File: src/rtl/mem_arb_if.sv
// Bundle of the fetch, load/store and memory-port signals seen by mem_arb.
// slave is the arbiter's view; master is the core-plus-memory side.
interface mem_arb_if;
  logic        ifu_reqValid;
  logic [31:0] ifu_addr;
  logic        ifu_respValid;
  logic [31:0] ifu_rdata;

  logic        lsu_reqValid;
  logic [31:0] lsu_addr;
  logic [1:0]  lsu_size;
  logic        lsu_wen;
  logic [31:0] lsu_wdata;
  logic [3:0]  lsu_wmask;
  logic        lsu_respValid;
  logic [31:0] lsu_rdata;

  logic        mem_reqValid;
  logic [31:0] mem_addr;
  logic [1:0]  mem_size;
  logic        mem_wen;
  logic [31:0] mem_wdata;
  logic [3:0]  mem_wmask;
  logic        mem_respValid;
  logic [31:0] mem_rdata;

  logic        bus_err;
  logic        busy;

  modport slave (
    input  ifu_reqValid, ifu_addr,
    output ifu_respValid, ifu_rdata,
    input  lsu_reqValid, lsu_addr, lsu_size, lsu_wen, lsu_wdata, lsu_wmask,
    output lsu_respValid, lsu_rdata,
    output mem_reqValid, mem_addr, mem_size, mem_wen, mem_wdata, mem_wmask,
    input  mem_respValid, mem_rdata,
    output bus_err, busy
  );

  modport master (
    output ifu_reqValid, ifu_addr,
    input  ifu_respValid, ifu_rdata,
    output lsu_reqValid, lsu_addr, lsu_size, lsu_wen, lsu_wdata, lsu_wmask,
    input  lsu_respValid, lsu_rdata,
    input  mem_reqValid, mem_addr, mem_size, mem_wen, mem_wdata, mem_wmask,
    output mem_respValid, mem_rdata,
    input  bus_err, busy
  );
endinterface

File: src/rtl/mem_arb.sv
// Round-robin IFU/LSU arbiter onto one memory port, one transaction in flight.
// Grant-to-mem_reqValid 1 cycle, response returned 1 cycle after mem_respValid; requesters hold reqValid until respValid.
module mem_arb #(
  parameter int TIMEOUT = 256,
  parameter int CW      = 9
) (
  input  logic      clock,
  input  logic      reset,
  mem_arb_if.slave  bus
);

  localparam logic [1:0] S_IDLE = 2'd0;
  localparam logic [1:0] S_REQ  = 2'd1;
  localparam logic [1:0] S_WAIT = 2'd2;
  localparam logic [1:0] S_RESP = 2'd3;

  localparam logic OWN_IFU = 1'b0;
  localparam logic OWN_LSU = 1'b1;

  localparam logic [CW-1:0] TMO_LAST = CW'((TIMEOUT == 0) ? 0 : TIMEOUT - 1);

  logic [1:0]    r_state;
  logic          r_owner;
  logic          r_last;
  logic [CW-1:0] r_cnt;
  logic          r_err;
  logic [31:0]   r_addr;
  logic [1:0]    r_size;
  logic          r_wen;
  logic [31:0]   r_wdata;
  logic [3:0]    r_wmask;
  logic [31:0]   r_ifu_rdata;
  logic [31:0]   r_lsu_rdata;

  logic w_grant_ifu;
  logic w_grant_lsu;
  logic w_timeout;

  // On a tie the requester that did not win last time is granted.
  assign w_grant_ifu = bus.ifu_reqValid && (!bus.lsu_reqValid || (r_last == OWN_LSU));
  assign w_grant_lsu = bus.lsu_reqValid && (!bus.ifu_reqValid || (r_last == OWN_IFU));
  assign w_timeout   = (TIMEOUT != 0) && (r_cnt == TMO_LAST);

  always_ff @(posedge clock) begin
    if (!reset) begin
      r_state     <= S_IDLE;
      r_owner     <= OWN_IFU;
      r_last      <= OWN_LSU;
      r_cnt       <= '0;
      r_err       <= 1'b0;
      r_addr      <= '0;
      r_size      <= '0;
      r_wen       <= 1'b0;
      r_wdata     <= '0;
      r_wmask     <= '0;
      r_ifu_rdata <= '0;
      r_lsu_rdata <= '0;
    end else begin
      case (r_state)
        S_IDLE: begin
          if (w_grant_lsu) begin
            r_owner <= OWN_LSU;
            r_last  <= OWN_LSU;
            r_addr  <= bus.lsu_addr;
            r_size  <= bus.lsu_size;
            r_wen   <= bus.lsu_wen;
            r_wdata <= bus.lsu_wdata;
            r_wmask <= bus.lsu_wmask;
            r_state <= S_REQ;
          end else if (w_grant_ifu) begin
            r_owner <= OWN_IFU;
            r_last  <= OWN_IFU;
            r_addr  <= bus.ifu_addr;
            r_size  <= 2'b10;
            r_wen   <= 1'b0;
            r_wdata <= '0;
            r_wmask <= '0;
            r_state <= S_REQ;
          end
        end
        S_REQ: begin
          r_cnt   <= '0;
          r_state <= S_WAIT;
        end
        S_WAIT: begin
          // A real response beats a timeout landing in the same cycle.
          if (bus.mem_respValid) begin
            if (r_owner == OWN_LSU) r_lsu_rdata <= bus.mem_rdata;
            else                    r_ifu_rdata <= bus.mem_rdata;
            r_err   <= 1'b0;
            r_state <= S_RESP;
          end else if (w_timeout) begin
            if (r_owner == OWN_LSU) r_lsu_rdata <= '0;
            else                    r_ifu_rdata <= '0;
            r_err   <= 1'b1;
            r_state <= S_RESP;
          end else if (r_cnt != {CW{1'b1}}) begin
            r_cnt <= r_cnt + 1'b1;
          end
        end
        S_RESP: r_state <= S_IDLE;
        default: r_state <= S_IDLE;
      endcase
    end
  end

  assign bus.mem_reqValid  = (r_state == S_REQ);
  assign bus.mem_addr      = r_addr;
  assign bus.mem_size      = r_size;
  assign bus.mem_wen       = r_wen;
  assign bus.mem_wdata     = r_wdata;
  assign bus.mem_wmask     = r_wmask;
  assign bus.ifu_respValid = (r_state == S_RESP) && (r_owner == OWN_IFU);
  assign bus.lsu_respValid = (r_state == S_RESP) && (r_owner == OWN_LSU);
  assign bus.ifu_rdata     = r_ifu_rdata;
  assign bus.lsu_rdata     = r_lsu_rdata;
  assign bus.bus_err       = (r_state == S_RESP) && r_err;
  assign bus.busy          = (r_state != S_IDLE);

endmodule

File: src/flat_wrapper.sv
// flat-port wrapper written by rule: the top's interface ports become plain ports
module mem_arb_flat 
#(
  parameter int TIMEOUT = 256,
  parameter int CW      = 9
)
  (clock, reset, bus_ifu_reqValid, bus_ifu_addr, bus_ifu_respValid, bus_ifu_rdata, bus_lsu_reqValid, bus_lsu_addr, bus_lsu_size, bus_lsu_wen, bus_lsu_wdata, bus_lsu_wmask, bus_lsu_respValid, bus_lsu_rdata, bus_mem_reqValid, bus_mem_addr, bus_mem_size, bus_mem_wen, bus_mem_wdata, bus_mem_wmask, bus_mem_respValid, bus_mem_rdata, bus_bus_err, bus_busy);
  mem_arb_if bus_i ();
  input  logic clock;
  input  logic reset;
  input wire logic [$bits(bus_i.ifu_reqValid)-1:0] bus_ifu_reqValid;
  input wire logic [$bits(bus_i.ifu_addr)-1:0] bus_ifu_addr;
  output wire logic [$bits(bus_i.ifu_respValid)-1:0] bus_ifu_respValid;
  output wire logic [$bits(bus_i.ifu_rdata)-1:0] bus_ifu_rdata;
  input wire logic [$bits(bus_i.lsu_reqValid)-1:0] bus_lsu_reqValid;
  input wire logic [$bits(bus_i.lsu_addr)-1:0] bus_lsu_addr;
  input wire logic [$bits(bus_i.lsu_size)-1:0] bus_lsu_size;
  input wire logic [$bits(bus_i.lsu_wen)-1:0] bus_lsu_wen;
  input wire logic [$bits(bus_i.lsu_wdata)-1:0] bus_lsu_wdata;
  input wire logic [$bits(bus_i.lsu_wmask)-1:0] bus_lsu_wmask;
  output wire logic [$bits(bus_i.lsu_respValid)-1:0] bus_lsu_respValid;
  output wire logic [$bits(bus_i.lsu_rdata)-1:0] bus_lsu_rdata;
  output wire logic [$bits(bus_i.mem_reqValid)-1:0] bus_mem_reqValid;
  output wire logic [$bits(bus_i.mem_addr)-1:0] bus_mem_addr;
  output wire logic [$bits(bus_i.mem_size)-1:0] bus_mem_size;
  output wire logic [$bits(bus_i.mem_wen)-1:0] bus_mem_wen;
  output wire logic [$bits(bus_i.mem_wdata)-1:0] bus_mem_wdata;
  output wire logic [$bits(bus_i.mem_wmask)-1:0] bus_mem_wmask;
  input wire logic [$bits(bus_i.mem_respValid)-1:0] bus_mem_respValid;
  input wire logic [$bits(bus_i.mem_rdata)-1:0] bus_mem_rdata;
  output wire logic [$bits(bus_i.bus_err)-1:0] bus_bus_err;
  output wire logic [$bits(bus_i.busy)-1:0] bus_busy;
  assign bus_i.ifu_reqValid = bus_ifu_reqValid;
  assign bus_i.ifu_addr = bus_ifu_addr;
  assign bus_ifu_respValid = bus_i.ifu_respValid;
  assign bus_ifu_rdata = bus_i.ifu_rdata;
  assign bus_i.lsu_reqValid = bus_lsu_reqValid;
  assign bus_i.lsu_addr = bus_lsu_addr;
  assign bus_i.lsu_size = bus_lsu_size;
  assign bus_i.lsu_wen = bus_lsu_wen;
  assign bus_i.lsu_wdata = bus_lsu_wdata;
  assign bus_i.lsu_wmask = bus_lsu_wmask;
  assign bus_lsu_respValid = bus_i.lsu_respValid;
  assign bus_lsu_rdata = bus_i.lsu_rdata;
  assign bus_mem_reqValid = bus_i.mem_reqValid;
  assign bus_mem_addr = bus_i.mem_addr;
  assign bus_mem_size = bus_i.mem_size;
  assign bus_mem_wen = bus_i.mem_wen;
  assign bus_mem_wdata = bus_i.mem_wdata;
  assign bus_mem_wmask = bus_i.mem_wmask;
  assign bus_i.mem_respValid = bus_mem_respValid;
  assign bus_i.mem_rdata = bus_mem_rdata;
  assign bus_bus_err = bus_i.bus_err;
  assign bus_busy = bus_i.busy;
  mem_arb #(.TIMEOUT(TIMEOUT), .CW(CW)) u_core (.clock(clock), .reset(reset), .bus(bus_i));
endmodule
File: config.mk
export PLATFORM = sky130hd
export DESIGN_NAME = mem_arb_flat
export DESIGN_NICKNAME = d
export VERILOG_FILES = /design/src/rtl/mem_arb_if.sv /design/src/rtl/mem_arb.sv /design/src/flat_wrapper.sv
export SDC_FILE = /design/constraint.sdc
export NUM_CORES = 1
export LEC_CHECK = 0
export CORE_MARGIN = 3
export CORE_UTILIZATION = 40
export CTS_BUF_LIST = sky130_fd_sc_hd__clkbuf_16
export DETAILED_ROUTE_END_ITERATION = 7
export GPL_TIMING_DRIVEN = 1
export PLACE_DENSITY_LB_ADDON = 0.05
export SYNTH_ARGS = -nofsm -noshare
export SYNTH_HDL_FRONTEND = slang
export SYNTH_SLANG_ARGS = --single-unit
File: constraint.sdc
create_clock -name clock -period 5.47 [get_ports clock]
set_input_delay 1.3675 -clock clock [delete_from_list [all_inputs] [get_ports clock]]
set_output_delay 1.3675 -clock clock [all_outputs]
set_load 0.005 [all_outputs]
==> flow_metrics.tcl, run 1 <==
set metrics [dict create \
    cts_buffer_depth 2 \
    async_reset_ff_share_pct 0 \
    hold_viol 0 \
    drive_gt1_share_pct 5.07 \
    ys_ff_latch 149 \
    core-area_um2 14600 \
    final_cell_mix "278 x clkdlybuf4s50_1, 148 x dfxtp_1, 101 x nand2_1" \
    critPathMaxStageDelay_ns 0.95 \
    h-tree-depth 4 \
    fp.dieH_um 128 \
    startpoint "u_core.r_owner" \
    cts_inserted_buffers 17 \
    p_seq_share_pct 37.2 \
    worst_skew_pair.late_latency_ns 0.42 \
    start_util_pct 40.9 \
    post-route-period-util_pct 63.6 \
    gp_congestion 0.792 \
    max_slew_margin_pct 24.2 \
    ctsResizeCount 0 \
    wl_um 19600 \
    grt_pass1_wl_um 30100 \
    p_leak_nw 3.27 \
    first_iter_violations 407 \
    dieArea_um2 16400 \
    antenna_found_initial 0 \
    cts_root_buffer "clkbuf_16" \
    hold_buffers 0 \
    synthCells 700 \
    wire_per_inst_um 17.3 \
    synth_edf_count 0 \
    fin_setup_tns_ns 0 \
    switching_share_pct 29.8 \
    grt_pass1_vias 5818 \
    drt_pass1_iterations 6 \
    cts_sinks 149 \
    final_cell_count_no_fill 1131 \
    viasPerCell 5.43 \
    die-width_um 128 \
    switchingPower_mw 1.12 \
    crit_required_ns 4.10 \
    antenna_left 0 \
    avgSynthCellArea_um2 8.52 \
    reg2regPathDepth 7 \
    hp-class "reg2reg" \
    vdd_drop_max_uv 231 \
    critPathSlowestCell "dfxtp_2" \
    rsz0062_at_grt "no" \
    status "finished, final reports clean" \
    clockPowerShare_pct 33.4 \
    grt_max_degree 74 \
    row_count 44 \
    power_density_nw_per_um2 398 \
    finalSetupViolations 0 \
    synth_fp_nets 848 \
    post-place-ws_ns 1.56 \
    skew_ns 0.00687 \
    setup_slack_ns 1.99 \
    hp-start "u_core.bus.lsu_rdata[29]" \
    yosys_warnings 0 \
    synth_area_um2 5970 \
    crit_path_start_kind "flip-flop" \
    dp.cells 1099 \
    ys_types 34 \
    vias 6137 \
    hold_path_depth 2 \
    fill_cells 1244 \
    grt_usage_pct 22.7 \
    synth_ff_type "dfxtp_1" \
    io_pins 280 \
    power_frac_comb_pct 29.4 \
    nNetsFinal 1082 \
    syn_to_final_growth_pct 57.9 \
    period_minus_slack_ns 3.48 \
    cap_violations 0 \
    maxSlewViolCount 0 \
    p_int_mw 2.63 \
    dp_hpwl_um 13500 \
    portBuffers 279 \
    postCtsSetupRepairBufs 0 \
    critPathArrivalTime_ns 2.11 \
    grt_remaining_overflow 0 \
    fin_util_pct 64.6 \
    rr_startpoint "u_core.r_cnt[0]" \
    cts.clk_slew.worst_paths_ns 0.06 \
    critPathKind "reg2out" \
    fmax_mhz 287 \
    path_cells "and2_1 -> clkdlybuf4s50_1" \
    path_max_fanout 69 \
    tightestPinTransition_ns 1.14 \
    seq_area_frac_synth_pct 50.0 \
    worstSetupEndpointType "output pin" \
    cts_tree "done" \
    drc 0 \
    final_common_cell "clkdlybuf4s50_1" \
]
## routing by layer
metal  wire, µm  track usage, %  vias to the layer above
li1           -               -                     2987
met1       7890            26.9                     2877
met2       9470            38.0                      249
met3       1800            8.33                       24
met4        404            7.99                        0
met5          0               0                        -
## cell usage after synthesis, types with 2 or more instances
cell type  instances  area (µm²)
nand2_1          101         379
or2_0              3        18.8
nand3_1           45         225
inv_1              5        18.8
o21ai_0           66         330
and2_1             2        12.5
a31oi_1           32         200
a32oi_1           38         333
nand4b_1          32         280
buf_1             10        37.5
nor3b_1            3        22.5
a211oi_1           3        22.5
a21boi_1           2        15.0
o21a_1             3        22.5
mux2i_1            6        60.1
nor2_1            39         146
a21oi_1           72         360
clkbuf_1          61         229
nand3b_1           6        45.0
buf_6              2        22.5
dfxtp_1          149        2980
ha_1               8         100
## through the flow
stage	power (mW)	hold WS [ns]	cell area, µm²
finish	3.75	0.456	9420
global route	3.94	0.478	9420
CTS	3.77	0.457	9420
detailed placement	2.51	0.449	8780
global placement	2.48	0.446	8780
floorplan	1.91	0.453	5970
## cell families after synthesis
group	count (synthesis)	synth area share, %
AOI/OAI and AO/OA	223	22.6
muxes	6	1.01
DFF	149	50.0
buffers and inverters	79	5.22
adders and majority gates	8	1.68
and+or+nand+nor	235	19.5
## state kept, by name (all words and copies together) (netlist names)
signal and flops:
u_core.r_owner 1, u_core.bus.mem_wmask 4, u_core.r_state 2, u_core.bus.mem_addr 32, u_core.bus.ifu_rdata 32, u_core.bus.mem_wdata 32, u_core.bus.mem_size 2, u_core.r_err 1
u_core.r_cnt 9, u_core.bus.mem_wen 1, u_core.r_last 1, u_core.bus.lsu_rdata 32
## cell type report
type | instances | area [µm²] | share of cell area [%]
clock buffer | 17 | 425 | 4.51
timing repair buffer | 288 | 2860 | 30.3
inverter | 6 | 23.8 | 0.252
antenna | 1 | 2.50 | 0.0266
multi-input combinational | 472 | 2690 | 28.6
clock inverter | 14 | 210 | 2.23
sequential | 149 | 2980 | 31.7
tap | 184 | 230 | 2.44
## worst paths after layout
kind	end	slack (ns)
min	u_core.bus.lsu_rdata[29]	0.46
min reg2reg	u_core.bus.lsu_rdata[29]	0.46
max	bus_lsu_respValid	1.99
max reg2reg	u_core.bus.lsu_rdata[7]	2.93
## power groups by stage
stage	logic, mW	registers [mW]	clock network, mW
final	1.10	1.39	1.25
after detailed placement	1.10	1.41	0
after global routing	1.20	1.42	1.32
after floorplan	0.519	1.39	0
after global placement	1.08	1.40	0
after CTS	1.11	1.39	1.27
## critical path, delay by kind of cell (launching register included)
| kind | cells | cell delay, ns |
|---|---|---|
| flops | 1 | 0.95 |
| buf+inv | 1 | 0.50 |
| simple gates | 1 | 0.23 |
Power figures use the tool's default switching activity.
==> inputs of run 2 (changes only) <==
CORE_UTILIZATION = 37   (was 40)
clock period = 3 ns   (was 5.47 ns; I/O delays follow)
==> flow_metrics.tcl, run 2 (same netlist as run 1, synthesis figures left out) <==
set metrics [dict create \
    syn_to_final_growth_pct 57.4 \
    power_frac_comb_pct 31.9 \
    cts_root_buffer "clkbuf_16" \
    first_iter_violations 290 \
    rsz0062_at_grt "no" \
    worstSetupEndpointType "output pin" \
    cts_inserted_buffers 17 \
    period_minus_slack_ns 2.63 \
    critPathArrivalTime_ns 1.88 \
    dieArea_um2 17700 \
    p_seq_share_pct 39.0 \
    h-tree-depth 4 \
    row_count 45 \
    die-width_um 133 \
    gp_congestion 0.832 \
    grt_pass1_vias 5853 \
    grt_max_degree 109 \
    p_leak_nw 3.25 \
    fp.dieH_um 133 \
    total_power_mw 6.44 \
    grt_pass1_wl_um 30700 \
    hold_path_depth 2 \
    drc 0 \
    tightestPinTransition_ns 1.14 \
    io_pins 280 \
    crit_required_ns 2.25 \
    p_int_mw 4.39 \
    vias 6077 \
    diodes 0 \
    postCtsSetupRepairBufs 0 \
    worst_skew_pair.late_latency_ns 0.41 \
    antenna_left 0 \
    crit_path_start_kind "flip-flop" \
    core-area_um2 15500 \
    maxSlewViolCount 0 \
    post-place-ws_ns 0.569 \
    cts.clk_slew.worst_paths_ns 0.06 \
    hp-class "reg2reg" \
    path_max_fanout 11 \
    nNetsFinal 1086 \
    fmax_mhz 380 \
    final_common_cell "clkdlybuf4s50_1" \
    dp_hpwl_um 13600 \
    dp.cells 1130 \
    finalSetupViolations 0 \
    switching_share_pct 31.8 \
    grt_remaining_overflow 0 \
    status "finished, final reports clean" \
    antenna_found_initial 0 \
    setup_slack_ns 0.367 \
    hold_viol 0 \
    ctsResizeCount 0 \
    critPathKind "reg2out" \
    final_cell_mix "278 x clkdlybuf4s50_1, 149 x dfxtp_1, 101 x nand2_1" \
    grt_usage_pct 21.3 \
    cts_tree "done" \
    viasPerCell 5.23 \
    clockPowerShare_pct 29.1 \
    hold_ws_ns 0.455 \
    cap_violations 0 \
    hold_buffers 0 \
    switchingPower_mw 2.05 \
    design_area_um2 9390 \
    vdd_drop_max_uv 433 \
    drive_gt1_share_pct 5.36 \
    start_util_pct 38.5 \
    wire_per_inst_um 16.9 \
    drt_pass1_iterations 4 \
    cts_buffer_depth 2 \
    reg2regPathDepth 7 \
    power_density_nw_per_um2 686 \
    fin_util_pct 60.7 \
    final_cell_count_no_fill 1162 \
    skew_ns 0.00866 \
    post-route-period-util_pct 87.8 \
    wl_um 19700 \
    dpl_cell_area_um2 8870 \
    portBuffers 279 \
    cts_sinks 149 \
    fin_setup_tns_ns 0 \
    max_slew_margin_pct 23.8 \
]
-- run 2: power groups by stage --
stage	registers (mW)	logic (mW)	clock network [mW]
6_report	2.51	2.06	1.87
5_1_grt	2.55	2.24	2.00
4_1_cts	2.51	2.07	1.91
3_5_place_dp	2.54	2.06	0
3_3_place_gp	2.53	2.03	0
2_1_floorplan	2.53	0.946	0
-- run 2: layout make-up --
| class | instances | area [µm²] |
|---|---|---|
| Multi-Input combinational cell | 472 | 2690 |
| Sequential cell | 149 | 2980 |
| Fill cell | 1339 | 6090 |
| Tap cell | 211 | 264 |
| Timing Repair Buffer | 292 | 2910 |
| Inverter | 6 | 23.8 |
| Clock buffer | 17 | 425 |
| Clock inverter | 15 | 95.1 |
-- run 2: worst paths after layout --
check                            from                  endpoint  slack [ns]
max                 u_core.r_state[0]                  bus_busy        0.37
min          u_core.bus.lsu_rdata[22]  u_core.bus.lsu_rdata[22]        0.45
max reg2reg           u_core.r_cnt[0]   u_core.bus.ifu_rdata[5]        0.59
min reg2reg  u_core.bus.lsu_rdata[22]  u_core.bus.lsu_rdata[22]        0.45
-- run 2: per-layer routing --
layer	up-vias	wire (µm)	global-route usage (%)
li1	3002	-	-
met5	-	0	0
met4	0	310	6.52
met2	253	9360	35.3
met1	2799	8170	25.6
met3	23	1850	8.02
-- run 2: worst max-delay path: stages (launching register included) --
cell,delay [ns]
dfxtp_1,0.33
inv_1,0.11
ha_1,0.48
inv_1,0.08
clkdlybuf4s50_1,0.47
